### config.mk
export PLATFORM = sky130hd
export DESIGN_NAME = change_dispenser
export DESIGN_NICKNAME = d
export VERILOG_FILES = /design/src/rtl/vend_pkg.sv /design/src/rtl/dispense_timer.sv /design/src/rtl/change_dispenser.sv
export SDC_FILE = /design/constraint.sdc
export NUM_CORES = 1
export LEC_CHECK = 0
export BUFFER_PORTS_ARGS = -buffer_cell sky130_fd_sc_hd__clkbuf_2
export CORE_AREA = 2 2 39 41
export DETAILED_ROUTE_END_ITERATION = 10
export DIE_AREA = 0 0 41 43
export PLACE_DENSITY = 0.65
export SLEW_MARGIN = 20
export SYNTH_ARGS = -nofsm -noshare
export SYNTH_HDL_FRONTEND = slang
export SYNTH_SLANG_ARGS = --single-unit
### constraint.sdc
create_clock -name CLK -period 2.7 [get_ports CLK]
set_input_delay 0.675 -clock CLK [delete_from_list [all_inputs] [get_ports CLK]]
set_output_delay 0.675 -clock CLK [all_outputs]
set_load 0.1 [all_outputs]
### src/rtl/vend_pkg.sv
// Shared vending-machine definitions: coin unit values, default change width
// and the change dispenser state encoding.
package vend_pkg;

    localparam int AMT_W_DEFAULT = 3;

    localparam int QUARTER_UNITS = 1;
    localparam int HALF_UNITS    = 2;

    typedef enum logic [2:0] {
        DS_IDLE  = 3'd0,
        DS_REQ   = 3'd1,
        DS_GAP   = 3'd2,
        DS_DONE  = 3'd3,
        DS_FAULT = 3'd4
    } disp_state_t;

endpackage

### src/rtl/dispense_timer.sv
// Hopper acknowledge watchdog: counts enabled cycles since the last clear and
// flags the cycle in which the TIMEOUT_CYC-th enabled cycle is reached.
module dispense_timer #(
    parameter int TIMEOUT_CYC = 50_000_000
) (
    input  logic CLK,
    input  logic RES,
    input  logic clear,
    input  logic enable,
    output logic expired
);

    localparam int CNT_W = $clog2(TIMEOUT_CYC + 1);

    logic [CNT_W-1:0] count;

    // NOTE: sequential state uses non-blocking assignments so every register
    // samples the pre-edge values regardless of block ordering.
    always_ff @(posedge CLK) begin
        if (RES || clear) begin
            count <= '0;
        end else if (enable) begin
            count <= count + 1'b1;
        end
    end

    // Fires on the last allowed cycle so the owner leaves REQ on the next edge.
    assign expired = enable && (count == CNT_W'(TIMEOUT_CYC - 1));

endmodule

### src/rtl/change_dispenser.sv
// Coin-return engine: pays out a change amount as half-dollars first, then
// quarters, over a req/ack hopper handshake. Optional hopper watchdog and
// FAULT state are built only when DISPENSE_TIMEOUT_EN is defined.
module change_dispenser
    import vend_pkg::*;
#(
    parameter int AMT_W       = AMT_W_DEFAULT,
    parameter int TIMEOUT_CYC = 50_000_000
) (
    input  logic             CLK,
    input  logic             RES,
    input  logic             change_valid,
    input  logic [AMT_W-1:0] change_amt,
    output logic             change_ready,
    output logic             coin_req,
    output logic             coin_half,
    input  logic             coin_ack,
    output logic             done,
    output logic [AMT_W-1:0] remaining,
    output logic             fault
);

    localparam logic [2:0] ST_IDLE  = 3'(DS_IDLE);
    localparam logic [2:0] ST_REQ   = 3'(DS_REQ);
    localparam logic [2:0] ST_GAP   = 3'(DS_GAP);
    localparam logic [2:0] ST_DONE  = 3'(DS_DONE);
`ifdef DISPENSE_TIMEOUT_EN
    localparam logic [2:0] ST_FAULT = 3'(DS_FAULT);
`endif

    localparam logic [AMT_W-1:0] HALF_AMT    = AMT_W'(HALF_UNITS);
    localparam logic [AMT_W-1:0] QUARTER_AMT = AMT_W'(QUARTER_UNITS);

    logic [2:0]       state;
    logic [AMT_W-1:0] rem_after_ack;
    logic             timeout_hit;

    // coin_half is only ever set when remaining >= 2, so this cannot underflow.
    assign rem_after_ack = remaining - (coin_half ? HALF_AMT : QUARTER_AMT);

`ifdef DISPENSE_TIMEOUT_EN
    dispense_timer #(
        .TIMEOUT_CYC (TIMEOUT_CYC)
    ) u_timer (
        .CLK     (CLK),
        .RES     (RES),
        .clear   (state != ST_REQ),
        .enable  (state == ST_REQ),
        .expired (timeout_hit)
    );
`else
    assign timeout_hit = 1'b0;
`endif

    always_ff @(posedge CLK) begin
        if (RES) begin
            state     <= ST_IDLE;
            remaining <= '0;
            coin_half <= 1'b0;
        end else begin
            case (state)
                ST_IDLE: begin
                    if (change_valid) begin
                        remaining <= change_amt;
                        coin_half <= (change_amt >= HALF_AMT);
                        state     <= (change_amt == '0) ? ST_DONE : ST_REQ;
                    end
                end
                ST_REQ: begin
                    if (coin_ack) begin
                        remaining <= rem_after_ack;
                        state     <= (rem_after_ack == '0) ? ST_DONE : ST_GAP;
                    end else if (timeout_hit) begin
`ifdef DISPENSE_TIMEOUT_EN
                        state <= ST_FAULT;
`endif
                    end
                end
                ST_GAP: begin
                    // Coin type is chosen here so it is stable for the whole REQ.
                    coin_half <= (remaining >= HALF_AMT);
                    state     <= ST_REQ;
                end
                ST_DONE: state <= ST_IDLE;
`ifdef DISPENSE_TIMEOUT_EN
                ST_FAULT: state <= ST_FAULT;
`endif
                default: state <= ST_IDLE;
            endcase
        end
    end

    assign change_ready = (state == ST_IDLE);
    assign coin_req     = (state == ST_REQ);
    assign done         = (state == ST_DONE);
`ifdef DISPENSE_TIMEOUT_EN
    assign fault        = (state == ST_FAULT);
`else
    assign fault        = 1'b0;
`endif

endmodule

==> out/qor.csv, run 1 <==
metric;value;unit
leakagePower;0.000213;uW
syn-cell-area;430;um^2
r2r-start;coin_half;
antenna_found_initial;0;
cts.sinks;6;
port_buffers;13;
hpwl;722;um
vdd_drop_max;0.000322;V
cpLargestDelayFamily;flip-flops;
area_growth;17.7;%
cts_tree;yes;
drcViolationCount;0;
chipWidth;41;um
cp_cell_sequence;nor2b_2 -> clkbuf_2;
finClkSkew;2.00;ps
outcome;finished, final reports clean;
grt_start_max_net_pins;14;
num_antenna_cells;0;
r2r_cells;6;
nNetsFinal;70;
final_cell_count_no_fill;75;
hold_path_startpoint;remaining[0];
ctsResizeCount;0;
p_seq_share;31.5;%
cts_buffers;3;
whs;507;ps
max-clock-path-buffers;2;
dp_worst_setup_slack;697;ps
synth_seq_area_share;27.9;%
fmax;0.437;GHz
synth_cell_types;27;
highest_layer;met3;
via_per_inst;5.05;
wire_per_inst;11.9;um
dp_cells;72;
clock-root-buffer;clkbuf_4;
wl_met1;410;um
die_y;43;um
cts_setup_buffers;0;
r2r_setup_slack;1060;ps
wl;896;um
cp.required;2030;ps
initial_core_util;31.1;%
comb_power_share;47.6;%
syn_nets;56;
critPathBufInv;1;
crit_path_top_delay_cell;dfxtp_1;
grtUsageTotal;10.6;%
drive_gt1_share;32.2;%
min_to;remaining[0];
reg2reg_to;remaining[2];
row_count;14;
h-tree-depth;1;
ys_warn_count;0;
maxCapViolCount;0;
async_flop_share;0;%
netlist_top_cells_count;dfxtp_1, inv_1, nor2_1;
p_sw;176;uW
finalHoldViolCount;0;
yosys.area.top_type;dfxtp_1;
synth_top_area_share;27.9;%
intPower;193;uW
route.met3.wl;49;um
critPathKind;reg2out;
io_pins;15;
hold_depth;1;
maxSlewHeadroom;64.1;%
worst_setup_path_start_kind;register;
fin_tns_setup;0;ps
rsz0062_at_grt;false;
overflow;0;
crit_fanout;13;
wl_met2;436;um
fin_ws;414;ps
switching_share;47.7;%
syn_inst;47;
ys.flop_type;dfxtp_1;
clk_pin_slew_worst_paths;40;ps
cpPeakStageDelay;550;ps
netlist_top_cells_area;dfxtp_1, mux2i_1, o21a_1;
die_area;1760;um^2
initialDrtViolationCount;3;
clk_latency;240;ps
p_per_area;730;nW/um^2
hold_class;reg2reg;
ys_ff_latch;6;
avgSynthCellArea;9.16;um^2
firstDrtPassIters;4;
setup-violations-final;0;
end_kind;primary output;
grt_pass1_vias;326;
period_needed;2290;ps
antenna_left;0;
core;1380;um^2
routabilityCongestion;0.690;
grt_pass1_wl;1.21;mm
yosysMostFrequentCell;dfxtp_1;
worst_pin_slew;540;ps
cp_data_arrival_time;1610;ps
slew_viol_final;0;
timing.final.crit_share;84.7;%
synth_edf_count;0;
clkPwrFrac;20.9;%
cts_hold_buffers;0;
vias;379;
==> how the worst max path moves through the flow <==
stage | from | to | slack, ps | depth (start not counted)
2_1_floorplan | state[1] | change_ready | 260 | 2
3_3_place_gp | state[0] | coin_req | 730 | 2
3_5_place_dp | state[0] | coin_req | 700 | 2
4_1_cts | state[0] | coin_req | 420 | 2
5_1_grt | state[0] | coin_req | 370 | 2
6_report | state[0] | coin_req | 410 | 2
==> layout make-up <==
class / instances / area [um^2]
Inverter: 4 / 15.0
Clock buffer: 3 / 22.5
Multi-Input combinational cell: 33 / 264
Tap cell: 16 / 20.0
Timing Repair Buffer: 13 / 65.1
Fill cell: 152 / 877
Sequential cell: 6 / 120
==> metal layers <==
| layer | vias up | GRT usage (%) |
|---|---|---|
| li1 | 193 | - |
| met1 | 173 | 11.7 |
| met2 | 13 | 15.9 |
| met3 | 0 | 3.14 |
| met4 | 0 | 8.00 |
| met5 | - | 0 |
==> kinds of logic after synthesis <==
| logic type | Yosys count | synth area share [%] |
|---|---|---|
| AO/OA/AOI/OAI | 13 | 25.6 |
| XOR/XNOR | 1 | 2.04 |
| adder cells (fa/ha/maj) | 2 | 7.56 |
| buffers and inverters | 8 | 10.8 |
| flip-flops | 6 | 27.9 |
| multiplexers | 3 | 6.98 |
| other | 1 | 0.871 |
| AND/OR/NAND/NOR | 13 | 18.3 |
==> stage by stage <==
step | area, um^2 | util [%] | total power, uW
after global placement | 484 | 35.0 | 291
after detailed placement | 484 | 35.0 | 294
after global routing | 507 | 36.6 | 392
after floorplan | 430 | - | 270
final | 507 | 36.6 | 370
after CTS | 507 | 36.6 | 376
==> sequential cells by signal, summed over array words and instances, names as in the netlist <==
register and flops:
coin_half 1, remaining 3, state 2
==> power by group through the flow <==
stage	sequential, uW	combinational [uW]	clock [uW]
after CTS	116	177	83.2
after floorplan	164	106	0
after global placement	117	174	0
after detailed placement	117	177	0
after global routing	118	187	87.0
final	116	176	77.4
==> cells in the final DEF, fill, tap and decap left out, types with 2 or more instances in the layout <==
cell / count
clkbuf_4: 3
a21oi_1: 2
mux2i_1: 3
nor4b_1: 2
nor2_1: 4
o21a_1: 3
clkbuf_2: 13
nor2b_1: 2
dfxtp_1: 6
a311oi_1: 2
inv_1: 4
(Power assumes the default switching activity.)
==> run 2, diff against run 1 <==
--- a/config.mk
+++ b/config.mk
@@ -5,6 +5,7 @@
 export SDC_FILE = /design/constraint.sdc
 export NUM_CORES = 1
 export LEC_CHECK = 0
+export ABC_AREA = 1
 export BUFFER_PORTS_ARGS = -buffer_cell sky130_fd_sc_hd__clkbuf_2
 export CORE_AREA = 2 2 39 41
 export DETAILED_ROUTE_END_ITERATION = 10
==> constraint.sdc (replaced) <==
create_clock -name CLK -period 2.03 [get_ports CLK]
set_input_delay 0.5075 -clock CLK [delete_from_list [all_inputs] [get_ports CLK]]
set_output_delay 0.5075 -clock CLK [all_outputs]
set_load 0.1 [all_outputs]
==> out/qor.csv, run 2 <==
metric;value;unit
ctsResizeCount;0;
grt_pass1_wl;1.57;mm
die_y;43;um
leakagePower;0.000282;uW
vias;440;
setup-violations-final;0;
antenna_found_initial;0;
hpwl;802;um
timing.final.crit_share;92.4;%
ys_warn_count;0;
cts_tree;yes;
intPower;276;uW
maxSlewHeadroom;64.2;%
layout_commonest_cell;nand2_1;
max-clock-path-buffers;2;
routabilityCongestion;0.788;
cts_hold_buffers;0;
initialDrtViolationCount;26;
cpPeakStageDelay;480;ps
firstDrtPassIters;4;
comb_power_share;55.1;%
yosysMostFrequentCell;nand2_1;
p_total;594;uW
row_count;14;
p_per_area;1150;nW/um^2
cts_buffers;3;
cts_setup_buffers;0;
initial_core_util;29.7;%
async_flop_share;0;%
syn-cell-area;410;um^2
drive_gt1_share;31.7;%
io_pins;15;
chipWidth;41;um
syn_nets;76;
grt_start_max_net_pins;7;
crit_path_top_delay_cell;clkbuf_2;
synth_seq_area_share;29.3;%
ys_ff_latch;6;
r2r-start;coin_half;
antenna_left;0;
grtUsageTotal;13.4;%
worst_setup_path_start_kind;register;
cp-startpoint;state[0];
die_area;1760;um^2
num_antenna_cells;0;
drcViolationCount;0;
place_area;494;um^2
clk_latency;240;ps
period_needed;1880;ps
grt_pass1_vias;380;
avgSynthCellArea;6.13;um^2
clock-root-buffer;clkbuf_4;
p_seq_share;27.1;%
switching_share;53.6;%
synth_edf_count;0;
cp_cell_sequence;inv_2 -> nor2_4 -> clkbuf_2;
cts.sinks;6;
synth_cell_types;17;
largest_register;remaining;
worst_pin_slew;540;ps
clkPwrFrac;17.8;%
h-tree-depth;1;
syn_inst;67;
hold_class;in2reg;
core;1380;um^2
outcome;finished, final reports clean;
ys.flop_type;dfxtp_1;
p_sw;319;uW
fin_tns_setup;0;ps
end_kind;primary output;
slew_viol_final;0;
critPathKind;reg2out;
finalHoldViolCount;0;
yosys.area.top_type;dfxtp_1;
nNetsFinal;93;
crit_fanout;5;
maxCapViolCount;0;
finClkSkew;4.30;ps
rsz0062_at_grt;false;
vdd_drop_max;0.000431;V
stdcell_area;517;um^2
final_cell_mix;nand2_1, clkbuf_2, inv_1;
overflow;0;
largest_register_ff_count;3;
top_regs;remaining (3), state (2), coin_half (1);
cp.required;1520;ps
wl;947;um
netlist_top_cells_count;nand2_1, inv_1, nor2_1;
cp_data_arrival_time;1370;ps
synth_top_area_share;29.3;%
fmax;0.533;GHz
area_growth;25.9;%
clk_pin_slew_worst_paths;40;ps
wire_per_inst;9.66;um
hold_path_startpoint;RES;
port_buffers;13;
via_per_inst;4.49;
netlist_top_cells_area;dfxtp_1, nand2_1, inv_1;
## run 2: changes by cell type after synthesis, sizes merged, moves of 5 or more
cell and delta:
nand2 +17, inv +10, nor2 +6, o21ai +5
## run 2: per-stage QoR
| step | utilization, % | setup slack, ps | hold WS [ps] | instances |
|---|---|---|---|---|
| after floorplan | - | 123 | 569 | 67 |
| after global placement | 35.7 | 426 | 510 | 95 |
| after detailed placement | 35.7 | 417 | 526 | 95 |
| after CTS | 37.3 | 155 | 500 | 98 |
| after global routing | 37.3 | 72.7 | 509 | 98 |
| final | 37.3 | 155 | 508 | 98 |
## run 2: path summary, 6_finish.rpt
path              cells after the start      endpoint  slack [ps]
setup / recovery                      3      coin_req         150
hold / removal                        2      state[0]         510
setup reg to reg                      9      state[0]         450
hold reg to reg                       2  remaining[2]         530
## run 2: area by class of cell
type	instances	area (um^2)
multi-input cells	46	233
fillers	147	867
repair buffers	13	65.1
inverters	14	52.6
clock buffers	3	22.5
well taps	16	20.0
flip-flops and latches	6	124
## run 2: kinds of logic after synthesis
| logic type | synth area share (%) |
|---|---|
| compound gates | 12.2 |
| fa+ha+maj | 7.93 |
| buf+inv | 14.6 |
| flops | 29.3 |
| other cells | 0.914 |
| simple gates | 35.1 |
## run 2: critical path, delay by kind of cell, from the launching register on
family	cells	cell delay, ps
flops	1	430
buf+inv	2	560
simple gates	1	140
## run 2: metal layers
layer | wire length (um) | global-route usage (%) | vias to the layer above | share of wire (%)
met3 | 26 | 3.14 | 0 | 2.7
met4 | 0 | 8.00 | 0 | 0
met5 | 0 | 0 | - | 0
met1 | 426 | 18.6 | 199 | 45
li1 | - | - | 231 | -
met2 | 494 | 18.1 | 10 | 52
## run 2: power by group through the flow
stage / logic [uW] / clock network, uW / registers [uW]
after global routing: 356 / 120 / 164
after global placement: 324 / 0 / 162
after CTS: 329 / 109 / 162
after floorplan: 185 / 0 / 251
final: 328 / 106 / 161
after detailed placement: 327 / 0 / 164
==> run 3, diff against run 2 <==
--- a/config.mk
+++ b/config.mk
@@ -10,6 +10,7 @@
 export CORE_AREA = 2 2 39 41
 export DETAILED_ROUTE_END_ITERATION = 10
 export DIE_AREA = 0 0 41 43
+export MAX_ROUTING_LAYER = met4
 export PLACE_DENSITY = 0.65
 export SLEW_MARGIN = 20
 export SYNTH_ARGS = -nofsm -noshare
==> out/qor.csv, run 3 (synthesis gave the netlist of run 2 again) <==
metric;value;unit
outcome;finished, final reports clean;
io_pins;15;
row_count;14;
h-tree-depth;1;
rsz0062_at_grt;false;
wl;951;um
hold_class;in2reg;
finClkSkew;3.77;ps
die_area;1760;um^2
initial_core_util;29.7;%
core;1380;um^2
cp.required;1520;ps
grtUsageTotal;14.0;%
max-clock-path-buffers;2;
cts_setup_buffers;0;
setup-violations-final;0;
r2r_cells;9;
clk_latency;240;ps
port_buffers;13;
period_needed;1870;ps
drive_gt1_share;31.7;%
cts.sinks;6;
grt_start_max_net_pins;7;
area_growth;25.9;%
antenna_found_initial;0;
grt_pass1_vias;375;
maxCapViolCount;0;
hold_depth;2;
clk_pin_slew_worst_paths;40;ps
finalHoldViolCount;0;
num_antenna_cells;0;
regArea;124;um^2
layout_commonest_cell;nand2_1;
leakagePower;0.000282;uW
vias;443;
overflow;0;
fillers;147;
end_kind;primary output;
cp_data_arrival_time;1370;ps
dp_worst_setup_slack;417;ps
wire_per_inst;9.70;um
chipWidth;41;um
die_y;43;um
hpwl;802;um
routabilityCongestion;0.799;
initialDrtViolationCount;24;
maxSlewHeadroom;64.2;%
critPathKind;reg2out;
vdd_drop_max;0.000431;V
crit_fanout;5;
clock-root-buffer;clkbuf_4;
antenna_left;0;
largest_register_ff_count;3;
p_per_area;1150;nW/um^2
final_cell_mix;nand2_1, clkbuf_2, inv_1;
firstDrtPassIters;4;
multi_input_area;233;um^2
nNetsFinal;93;
cts_buffers;3;
timing.final.crit_share;92.2;%
drcViolationCount;0;
via_per_inst;4.52;
cts_tree;yes;
slew_viol_final;0;
ctsResizeCount;0;
fin_tns_setup;0;ps
cts_hold_buffers;0;
top_regs;remaining (3), state (2), coin_half (1);
worst_pin_slew;540;ps
worst_setup_path_start_kind;register;
grt_pass1_wl;1.58;mm
largest_register;remaining;
fin_ws;157;ps
fmax;0.534;GHz
-- run 3: cell counts in the layout (fill, tap and decap cells not counted) --
Identical to the previous run, type by type.
-- run 3: final cells by class --
class,instances,area share (%)
inverters,14,10.2
well taps,16,3.87
multi-input cells,46,45.0
flip-flops and latches,6,24.0
clock buffers,3,4.36
repair buffers,13,12.6
-- run 3: path summary, 6_finish.rpt --
kind	end	slack [ps]	from
worst max-delay path	coin_req	160	state[0]
worst min register to register	remaining[2]	540	remaining[2]
worst max register to register	state[0]	450	coin_half
worst min-delay path	state[0]	510	RES
-- run 3: worst max-delay path, cell delays in order (launching register included) --
cell and delay [ps]:
dfxtp_1 430, inv_2 80, nor2_4 140, clkbuf_2 480
-- run 3: layer usage --
metal	up-vias	global-route usage [%]	part of all wire (%)	wire [um]
li1	232	-	-	-
met4	0	8.00	0	0
met3	0	4.71	3.0	29
met1	201	18.6	45	429
met2	10	18.1	52	492
met5	-	-	0	0
-- run 3: power breakdown --
part           leakage, uW  switching, uW  total (uW)  internal (uW)
combinational     0.000218            257         328           70.5
clock            0.0000138           37.9         104           66.5
sequential       0.0000506           22.9         161            139
total             0.000282            318         594            276
-- run 3: through the flow --
stage | cells | hold WS, ps | utilization [%] | total power (uW) | instance area (um^2)
global route | 98 | 504 | 37.3 | 642 | 517
detailed placement | 95 | 526 | 35.7 | 491 | 494
CTS | 98 | 500 | 37.3 | 599 | 517
finish | 98 | 508 | 37.3 | 594 | 517
global placement | 95 | 510 | 35.7 | 486 | 494
floorplan | 67 | 569 | - | 435 | 417
